--- src/rtl/fib_tx_pkg.sv ---
// Shared types and helpers for the FIB TX write path.
// Holds the write-side state encodings, the byte-count ceiling and tkeep helpers.
package fib_tx_pkg;

   typedef enum logic [1:0] {
      ST_DATA = 2'b01,
      ST_CNT  = 2'b10
   } txwr_state_e;

   localparam logic [15:0] BCNT_SAT = 16'hFFFF;

   function automatic logic [3:0] keep_popcount(input logic [7:0] keep);
      logic [3:0] cnt;
      cnt = '0;
      for (int i = 0; i < 8; i++) begin
         cnt = cnt + {3'b000, keep[i]};
      end
      return cnt;
   endfunction

   // Legal last-beat keep is a nonzero run of ones starting at bit 0,
   // i.e. keep + 1 is a power of two (FF wraps to 00).
   function automatic logic keep_valid(input logic [7:0] keep);
      logic [7:0] nxt;
      nxt = keep + 8'd1;
      return (keep != 8'd0) && ((keep & nxt) == 8'd0);
   endfunction

endpackage

--- src/rtl/axis2fib_txwr.sv ---
// AXI4-Stream slave that writes frame beats into the TX data FIFO (wf)
// and, after each frame, one byte-count word into the count FIFO (wcf).
// Ports: clk_axis/reset_ (async low); s_axis_* stream slave; wrusedw_wf and
// wrfull_wcf FIFO status; wrreq/datain for wf and wcf; frm_cnt, err_keep, err_ovf.
module axis2fib_txwr
   import fib_tx_pkg::*;
#(
   parameter int DATA_WIDTH = 64,
   parameter int BCNT_WIDTH = 32,
   parameter int WF_AW      = 9,
   parameter int WF_AFULL   = 508
) (
   input  logic                    clk_axis,
   input  logic                    reset_,
   input  logic                    s_axis_tvalid,
   output logic                    s_axis_tready,
   input  logic [DATA_WIDTH-1:0]   s_axis_tdata,
   input  logic [DATA_WIDTH/8-1:0] s_axis_tkeep,
   input  logic                    s_axis_tlast,
   input  logic [WF_AW-1:0]        wrusedw_wf,
   input  logic                    wrfull_wcf,
   output logic                    wrreq_wf,
   output logic [DATA_WIDTH-1:0]   datain_wf,
   output logic                    wrreq_wcf,
   output logic [BCNT_WIDTH-1:0]   datain_wcf,
   output logic [31:0]             frm_cnt,
   output logic                    err_keep,
   output logic                    err_ovf
);

   txwr_state_e               state_q, state_d;
   logic [15:0]               bcnt_q, bcnt_d;
   logic                      tready_q, tready_d;
   logic                      wrreq_wf_q, wrreq_wf_d;
   logic [DATA_WIDTH-1:0]     datain_wf_q, datain_wf_d;
   logic                      wrreq_wcf_q, wrreq_wcf_d;
   logic [BCNT_WIDTH-1:0]     datain_wcf_q, datain_wcf_d;
   logic [31:0]               frm_cnt_q, frm_cnt_d;
   logic                      err_keep_q, err_keep_d;
   logic                      err_ovf_q, err_ovf_d;

   logic                      accept;
   logic [15:0]               add;
   logic [16:0]               sum;

   assign accept = s_axis_tvalid & tready_q;
   assign add    = s_axis_tlast ? {12'd0, keep_popcount(s_axis_tkeep)}
                                : 16'd8;
   assign sum    = {1'b0, bcnt_q} + {1'b0, add};

   always_comb begin
      state_d      = state_q;
      bcnt_d       = bcnt_q;
      wrreq_wf_d   = 1'b0;
      datain_wf_d  = datain_wf_q;
      wrreq_wcf_d  = 1'b0;
      datain_wcf_d = datain_wcf_q;
      frm_cnt_d    = frm_cnt_q;
      err_keep_d   = err_keep_q;
      err_ovf_d    = err_ovf_q;
      unique case (state_q)
         ST_DATA: begin
            if (accept) begin
               wrreq_wf_d  = 1'b1;
               datain_wf_d = s_axis_tdata;
               if (sum[16]) begin
                  bcnt_d    = BCNT_SAT;
                  err_ovf_d = 1'b1;
               end else begin
                  bcnt_d = sum[15:0];
               end
               if (s_axis_tlast) begin
                  state_d = ST_CNT;
                  if (!keep_valid(s_axis_tkeep)) begin
                     err_keep_d = 1'b1;
                  end
               end
            end
         end
         ST_CNT: begin
            if (!wrfull_wcf) begin
               wrreq_wcf_d  = 1'b1;
               datain_wcf_d = BCNT_WIDTH'({bcnt_q, bcnt_q});
               frm_cnt_d    = frm_cnt_q + 32'd1;
               bcnt_d       = 16'd0;
               state_d      = ST_DATA;
            end
         end
         default: begin
            state_d = ST_DATA;
            bcnt_d  = 16'd0;
         end
      endcase
      // Also held low on the ST_CNT -> ST_DATA cycle, giving the
      // two-cycle gap after tlast that lets the count word land first.
      tready_d = (state_q == ST_DATA) && (state_d == ST_DATA)
               && (wrusedw_wf < WF_AW'(WF_AFULL)) && !wrfull_wcf;
   end

   always_ff @(posedge clk_axis or negedge reset_) begin
      if (!reset_) begin
         state_q      <= ST_DATA;
         bcnt_q       <= '0;
         tready_q     <= 1'b0;
         wrreq_wf_q   <= 1'b0;
         datain_wf_q  <= '0;
         wrreq_wcf_q  <= 1'b0;
         datain_wcf_q <= '0;
         frm_cnt_q    <= '0;
         err_keep_q   <= 1'b0;
         err_ovf_q    <= 1'b0;
      end else begin
         state_q      <= state_d;
         bcnt_q       <= bcnt_d;
         tready_q     <= tready_d;
         wrreq_wf_q   <= wrreq_wf_d;
         datain_wf_q  <= datain_wf_d;
         wrreq_wcf_q  <= wrreq_wcf_d;
         datain_wcf_q <= datain_wcf_d;
         frm_cnt_q    <= frm_cnt_d;
         err_keep_q   <= err_keep_d;
         err_ovf_q    <= err_ovf_d;
      end
   end

   assign s_axis_tready = tready_q;
   assign wrreq_wf      = wrreq_wf_q;
   assign datain_wf     = datain_wf_q;
   assign wrreq_wcf     = wrreq_wcf_q;
   assign datain_wcf    = datain_wcf_q;
   assign frm_cnt       = frm_cnt_q;
   assign err_keep      = err_keep_q;
   assign err_ovf       = err_ovf_q;

endmodule
--- config.mk ---
export PLATFORM = sky130hd
export DESIGN_NAME = axis2fib_txwr
export DESIGN_NICKNAME = d
export VERILOG_FILES = /design/src/rtl/fib_tx_pkg.sv /design/src/rtl/axis2fib_txwr.sv
export SDC_FILE = /design/constraint.sdc
export NUM_CORES = 1
export LEC_CHECK = 0
export ABC_AREA = 1
export BUFFER_PORTS_ARGS = -buffer_cell sky130_fd_sc_hd__buf_2
export CAP_MARGIN = 20
export CORE_MARGIN = 4
export CORE_UTILIZATION = 27
export CTS_BUF_LIST = sky130_fd_sc_hd__clkbuf_8
export DETAILED_ROUTE_END_ITERATION = 10
export PLACE_DENSITY = 0.51
export SYNTH_ARGS = -nofsm -noshare
export SYNTH_HDL_FRONTEND = slang
export SYNTH_SLANG_ARGS = --single-unit
--- constraint.sdc ---
create_clock -name clk_axis -period 3.25 [get_ports clk_axis]
set_clock_uncertainty 0.1 [all_clocks]
set_input_delay 0.65 -clock clk_axis [delete_from_list [all_inputs] [get_ports clk_axis]]
set_output_delay 0.65 -clock clk_axis [all_outputs]
set_load 0.1 [all_outputs]
== Word level (Yosys, flattened, before mapping) ==
Cells that the tools add are included.

* Bits in registers: 151
* Bits of input ports: 86
* Word-level logic and storage cells: 55
* Output and inout port bits: 133

* $add $sub $neg: 10
* Eq/ne operators: 5
* Reduce and logical (&&, ||, !) cells: 12
* Order comparisons: 1
* Bitwise operators: 4
* Mux-type cells: 13

{| class="wikitable"
|+ Operator list
! cell !! count
|-
| 16-bit 2-to-1 mux || 3
|-
| 32-bit by 1-bit adder with 32-bit output, second input constant || 1
|-
| 16-bit case mux with 2 select lines || 1
|-
| 16-bit by 4-bit adder with 17-bit output || 1
|-
| 4-bit by 1-bit adder with 4-bit output || 4
|-
| 9-bit < comparator, second input constant || 1
|-
| 8-bit by 1-bit adder with 8-bit output, second input constant || 1
|-
| 8-bit AND || 1
|-
| 8-bit logical NOT || 1
|-
| 8-bit nonzero test || 1
|-
| 2-bit 2-to-1 mux || 3
|-
| 2-bit AND reduction || 3
|-
| 3-bit by 1-bit adder with 4-bit output || 1
|-
| 2-bit by 1-bit equality test with 1-bit output, second input constant || 2
|-
| 1-bit logical AND || 4
|-
| 1-bit 2-to-1 mux || 4
|-
| 4-bit 2-to-1 mux || 1
|-
| 2-bit inequality test, second input constant || 2
|-
| 2-bit case mux with 2 select lines || 1
|-
| 4-bit AND reduction || 1
|-
| 2-bit by 1-bit adder with 3-bit output || 1
|-
| 3-bit AND reduction || 1
|-
| 1-bit by 1-bit adder with 2-bit output || 1
|-
| 2-bit equality test, second input constant || 1
|-
| 3 further kinds || 4
|}

== Logic depth before layout (Yosys ltp) ==
* Depth in word-level cells: 12
* Gate-level depth with buffers: 19
* Depth with buffers taken out: 19

== Worst setup path after synthesis ==
No wires, ideal clock.

* Kind: input to register
* Start: in s_axis_tkeep[0]
* End: reg bcnt_q[3]
* Slack: -1.021 ns
* Data arrival time: 4.049 ns
* Data required time: 3.028 ns
* Stages on the path: 19
* Setup time: 0.122 ns
* Path buffers: 1
* Cells stage by stage: inv_1 -> fa_1 -> fa_1 -> fa_1 -> inv_1 -> ha_1 -> fa_1 -> nand2_1 -> inv_1 -> fa_1 -> nand2_1 -> nand3_2 -> nand2_2 -> nor2_4 -> nand3_4 -> buf_6 -> nand2_1 -> nand2_1 -> o21ai_2

* Word-level cells in the longest chain between the ends: 12

{| class="wikitable"
|+ Ends and longest elaborated chain
! item !! RTL line !! RTL
|-
| start: declaration || axis2fib_txwr.sv:18 || <nowiki>input logic [DATA_WIDTH/8-1:0] s_axis_tkeep,</nowiki>
|-
| 1-bit by 1-bit adder with 2-bit output || fib_tx_pkg.sv:16 || <nowiki>cnt = cnt + {3'b000, keep[i]};</nowiki>
|-
| 2-bit by 1-bit adder with 3-bit output || fib_tx_pkg.sv:16 ||
|-
| 3-bit by 1-bit adder with 4-bit output || fib_tx_pkg.sv:16 ||
|-
| 4-bit by 1-bit adder with 4-bit output (4 in a row) || fib_tx_pkg.sv:16 ||
|-
| 4-bit 2-to-1 mux || axis2fib_txwr.sv:47 || <nowiki>assign add = s_axis_tlast ? {12'd0, keep_popcount(s_axis_tkeep)}</nowiki>
|-
| 16-bit by 4-bit adder with 17-bit output || axis2fib_txwr.sv:49 || <nowiki>assign sum = {1'b0, bcnt_q} + {1'b0, add};</nowiki>
|-
| 16-bit 2-to-1 mux || axis2fib_txwr.sv:66 || <nowiki>if (sum[16]) begin</nowiki>
|-
| 16-bit 2-to-1 mux || axis2fib_txwr.sv:63 || <nowiki>if (accept) begin</nowiki>
|-
| 16-bit case mux with 2 select lines || axis2fib_txwr.sv:61 || <nowiki>unique case (state_q)</nowiki>
|-
| end signal: assignment || axis2fib_txwr.sv:114 || <nowiki>bcnt_q <= bcnt_d;</nowiki>
|-
| end: declaration || axis2fib_txwr.sv:32 || <nowiki>logic [15:0] bcnt_q, bcnt_d;</nowiki>
|}

No other way between the ends. The select of a mux whose other input is x is not followed.
A chain may end at the register's enable or synchronous reset.

== Worst setup path in the final report ==
Same ends and word-level chain as after synthesis.

==> key figures <==
Timing
  • Worst slew margin: 49.9%
  • Slew @ Worst Pin: 0.750 ns
  • Final Hold Fails: 0
  • Fmax achieved: 252 MHz
  • RSZ-0062 raised after global routing: yes
  • Final TNS setup: -11.82 ns
  • Worst hold margin: 0.0770 ns
  • Post-layout min period: 3.97 ns
  • PnR worst setup slack: -0.718 ns
  • Pins over their slew limit: 0
  • Crit share post-route: 122%
  • Setup violators final: 17

Synth
  • Syn nets: 973
  • Asr flop ratio synth: 100%
  • Post-synth EDFFs: 0
  • YS warnings: 0
  • Post-Syn Instances: 869
  • Synth Register Bits: 135
  • Syn avg cell area: 8.00 um2
  • Library cells used by synthesis: 40
  • Mapped cell area: 0.00695 mm2
  • Register area share after synthesis: 48.6%
  • Ys flop type: dfrtp_1

Routing
  • Residual DRC: 0
  • Vias: 6,083
  • DRT Wirelength: 20.0 mm
  • ANT nets after route: 0
  • Routed len/inst: 13.9 um
  • First-pass DRT Iterations: 4
  • Vias per inst: 4.23
  • DR iter-0 viols: 258

Pwr
  • Switching part of the total: 58.1%
  • Power Internal: 3.62 mW
  • Clock Power Share: 18.2%
  • Pleak: 5.00 nW
  • Switching power: 5.02 mW
  • VDD IR-drop max: 0.00104 V
  • Total power: 8.64 mW
  • Seq pwr share: 27.3%
  • Power Dens Cells: 960 mW/mm2
  • Combinational fraction of design power: 54.4%

Worst setup path
  • Flop2flop setup slack: 1.07 ns
  • Critical path startpoint category: input pin
  • Top fanout value on the critical path: 8
  • Worst Path Buf+Inv: 3
  • CP delay by family, top: adder cells
  • CP endpoint kind: flip-flop
  • Reg2Reg Capture Point: datain_wf[54]$_DFFE_PN0P_
  • Crit-path cells: buf_12, inv_12, fa_1, fa_1, fa_1, inv_2, ha_4, fa_2, xnor2_1, nor2_1, ha_1, nand2_2, nand3_2, nand2_2, nor2_4, nand3_4, nand2_1, nand2_1, o21ai_2
  • Data required time of the critical path: 3.51 ns
  • Largest stage delay, worst path: 0.54 ns
  • Worst EP arrival: 4.23 ns
  • Most used cell, CP: fa_1
  • RR Startpoint: state_q[1]$_DFF_PN0_
  • R2r worst-path depth: 8
  • WS Path Type: input pin to flip-flop
  • Crit-path slowest cell: fa_1

Placement
  • Port bufs: 216
  • RD Place Congestion: 0.817
  • Placed instance area: 0.00846 mm2
  • Placed instance count: 1,403
  • Hpwl dp: 14.7 mm
  • Dpl ws: -1.31 ns

Clock tree
  • # clock sinks: 135
  • Num CTS Buffers: 17
  • Clock tree buffer depth: 2
  • Clk slew on worst S/H paths: 0.09 ns
  • Root buf cell: clkbuf_8
  • Worst skew pair latency: 0.44 ns
  • H-tree Lvls: 4
  • CTS tree: yes

Final layout
  • Share of cells above drive strength 1: 31.6%
  • Final Util: 35.6%
  • N_diodes: 0
  • Fillcell total: 2,702
  • Area Growth Syn to Fin: 29.4%
  • Reg area: 0.00338 mm2
  • Final #Nets: 1,199
  • Design area: 0.00900 mm2
  • Multi-input logic area: 0.00311 mm2
  • Post-Layout Cell Count: 1,438

Die
  • Core area: 0.0253 mm2
  • # IOs: 219
  • Die width: 168 um
  • Chip Height: 168 um
  • Starting density of the core: 27.5%
  • Die ar.: 0.0284 mm2
  • Std cell rows: 58

Worst hold path
  • Worst Hold Class: input pin to async pin

Global route
  • Initial antenna violation count: 1
  • Gr usage total: 14.3%
  • Total gr overflow: 0
  • Vias in the first global route: 6,131
  • First-pass GRT wire length: 32.6 mm
  • Largest net degree at the start of global routing: 66

Flow run
  • Max cap viols: 0

Run status
  • Status: complete, but fails checks
  • Failing checks: negative setup slack
synthesized netlist by cell type (2+ instances only):
master / n / share of area, %
nand3_2: 9 / 1.3
nand3b_1: 3 / 0.32
o21ai_0: 25 / 1.8
buf_4: 16 / 1.7
ha_1: 13 / 2.3
fa_1: 5 / 1.4
xnor2_1: 5 / 0.63
inv_2: 9 / 0.49
nand2_1: 380 / 21
nor2_4: 5 / 0.81
nor3_2: 6 / 0.86
nor3_1: 10 / 0.72
clkbuf_1: 5 / 0.27
nand3_1: 41 / 3.0
a21oi_1: 5 / 0.36
nand2_4: 2 / 0.32
buf_2: 16 / 1.2
nor2_1: 49 / 2.6
dfrtp_1: 134 / 48
nor2_2: 4 / 0.36
nand4_1: 3 / 0.27
xor2_1: 17 / 2.1
nor3_4: 2 / 0.47
o21ai_1: 7 / 0.50
o21ai_2: 2 / 0.25
nand2_2: 9 / 0.81
inv_1: 74 / 4.0
sequential cells by signal, summed over array words and instances, names as in the netlist:
name           count
err_ovf            1
frm_cnt           32
datain_wcf        16
bcnt_q            16
err_keep           1
s_axis_tready      1
wrreq_wf           1
datain_wf         64
wrreq_wcf          1
state_q            2
cell families after synthesis:
family	count (synthesis)	synth area share (%)
compound gates	44	3.63
fa+ha+maj	18	3.78
flops	135	48.6
buf+inv	122	7.86
simple gates	527	33.1
xor+xnor	23	3.00
repair_timing:
| item | 4_1_cts | 5_1_grt |
|---|---|---|
| cloned | 1 | 0 |
| setup buffers | 0 | 2 |
| gates resized for setup | 10 | 12 |
| pin swaps | 5 | 8 |
| endpoints found under the setup margin | 17 | 17 |
| hold buffers | 0 | 0 |
worst reg2reg max path: stages (launching register included):
cell and delay (ns):
dfrtp_1 0.38, inv_1 0.05, ha_1 0.21, inv_2 0.15, nor2_4 0.06, inv_2 0.55, buf_4 0.45, nand2_1 0.10
nand2_1 0.07
cell usage in the layout (no fill, tap or decap), types with 4 or more instances in the layout:
cell,instances
nand2_1,375
buf_2,213
dfrtp_1,134
inv_1,70
nor2_1,47
nand3_1,38
buf_4,27
o21ai_0,22
clkbuf_8,18
xor2_1,16
nand2_2,14
inv_2,12
nand3_2,12
ha_1,12
nor3_1,10
o21ai_1,9
nor2_4,6
nor3_2,6
xnor2_1,5
a21oi_1,5
nor2_2,5
clkinv_4,4
layout make-up:
cell class / instances / share of cell area [%]
Sequential cell: 135 / 37.5
Multi-Input combinational cell: 613 / 34.6
Tap cell: 330 / 4.59
Inverter: 84 / 3.66
Clock buffer: 18 / 2.75
Timing Repair Buffer: 244 / 14.8
Clock inverter: 14 / 2.10
routing by layer:
layer  GRT usage, %  wire (um)
met4           3.56        235
met3           5.37       1660
met1           19.0       9140
met5              0         13
met2           22.2       8960
worst max path at each step:
stage                                from  slack, ns  cells after the start                      to
final                     s_axis_tkeep[0]      -0.72                     19   bcnt_q[3]$_DFFE_PN0P_
after global routing      s_axis_tkeep[0]      -0.80                     20   bcnt_q[8]$_DFFE_PN0P_
after CTS                 s_axis_tkeep[0]      -0.63                     20   bcnt_q[8]$_DFFE_PN0P_
after detailed placement  s_axis_tkeep[0]      -1.31                     19   bcnt_q[2]$_DFFE_PN0P_
after global placement    s_axis_tkeep[0]      -1.28                     19  bcnt_q[10]$_DFFE_PN0P_
after floorplan           s_axis_tkeep[0]      -0.89                     17     err_ovf$_DFFE_PN0P_
power groups by stage:
stage / sequential, mW / combinational, mW / clock, mW
final: 2.36 / 4.70 / 1.57
after floorplan: 5.27 / 0.938 / 0
after CTS: 2.37 / 4.72 / 1.64
after detailed placement: 2.37 / 4.73 / 0
after global placement: 2.39 / 4.69 / 0
after global routing: 2.43 / 4.94 / 1.72
Power figures use the tool's default switching activity.
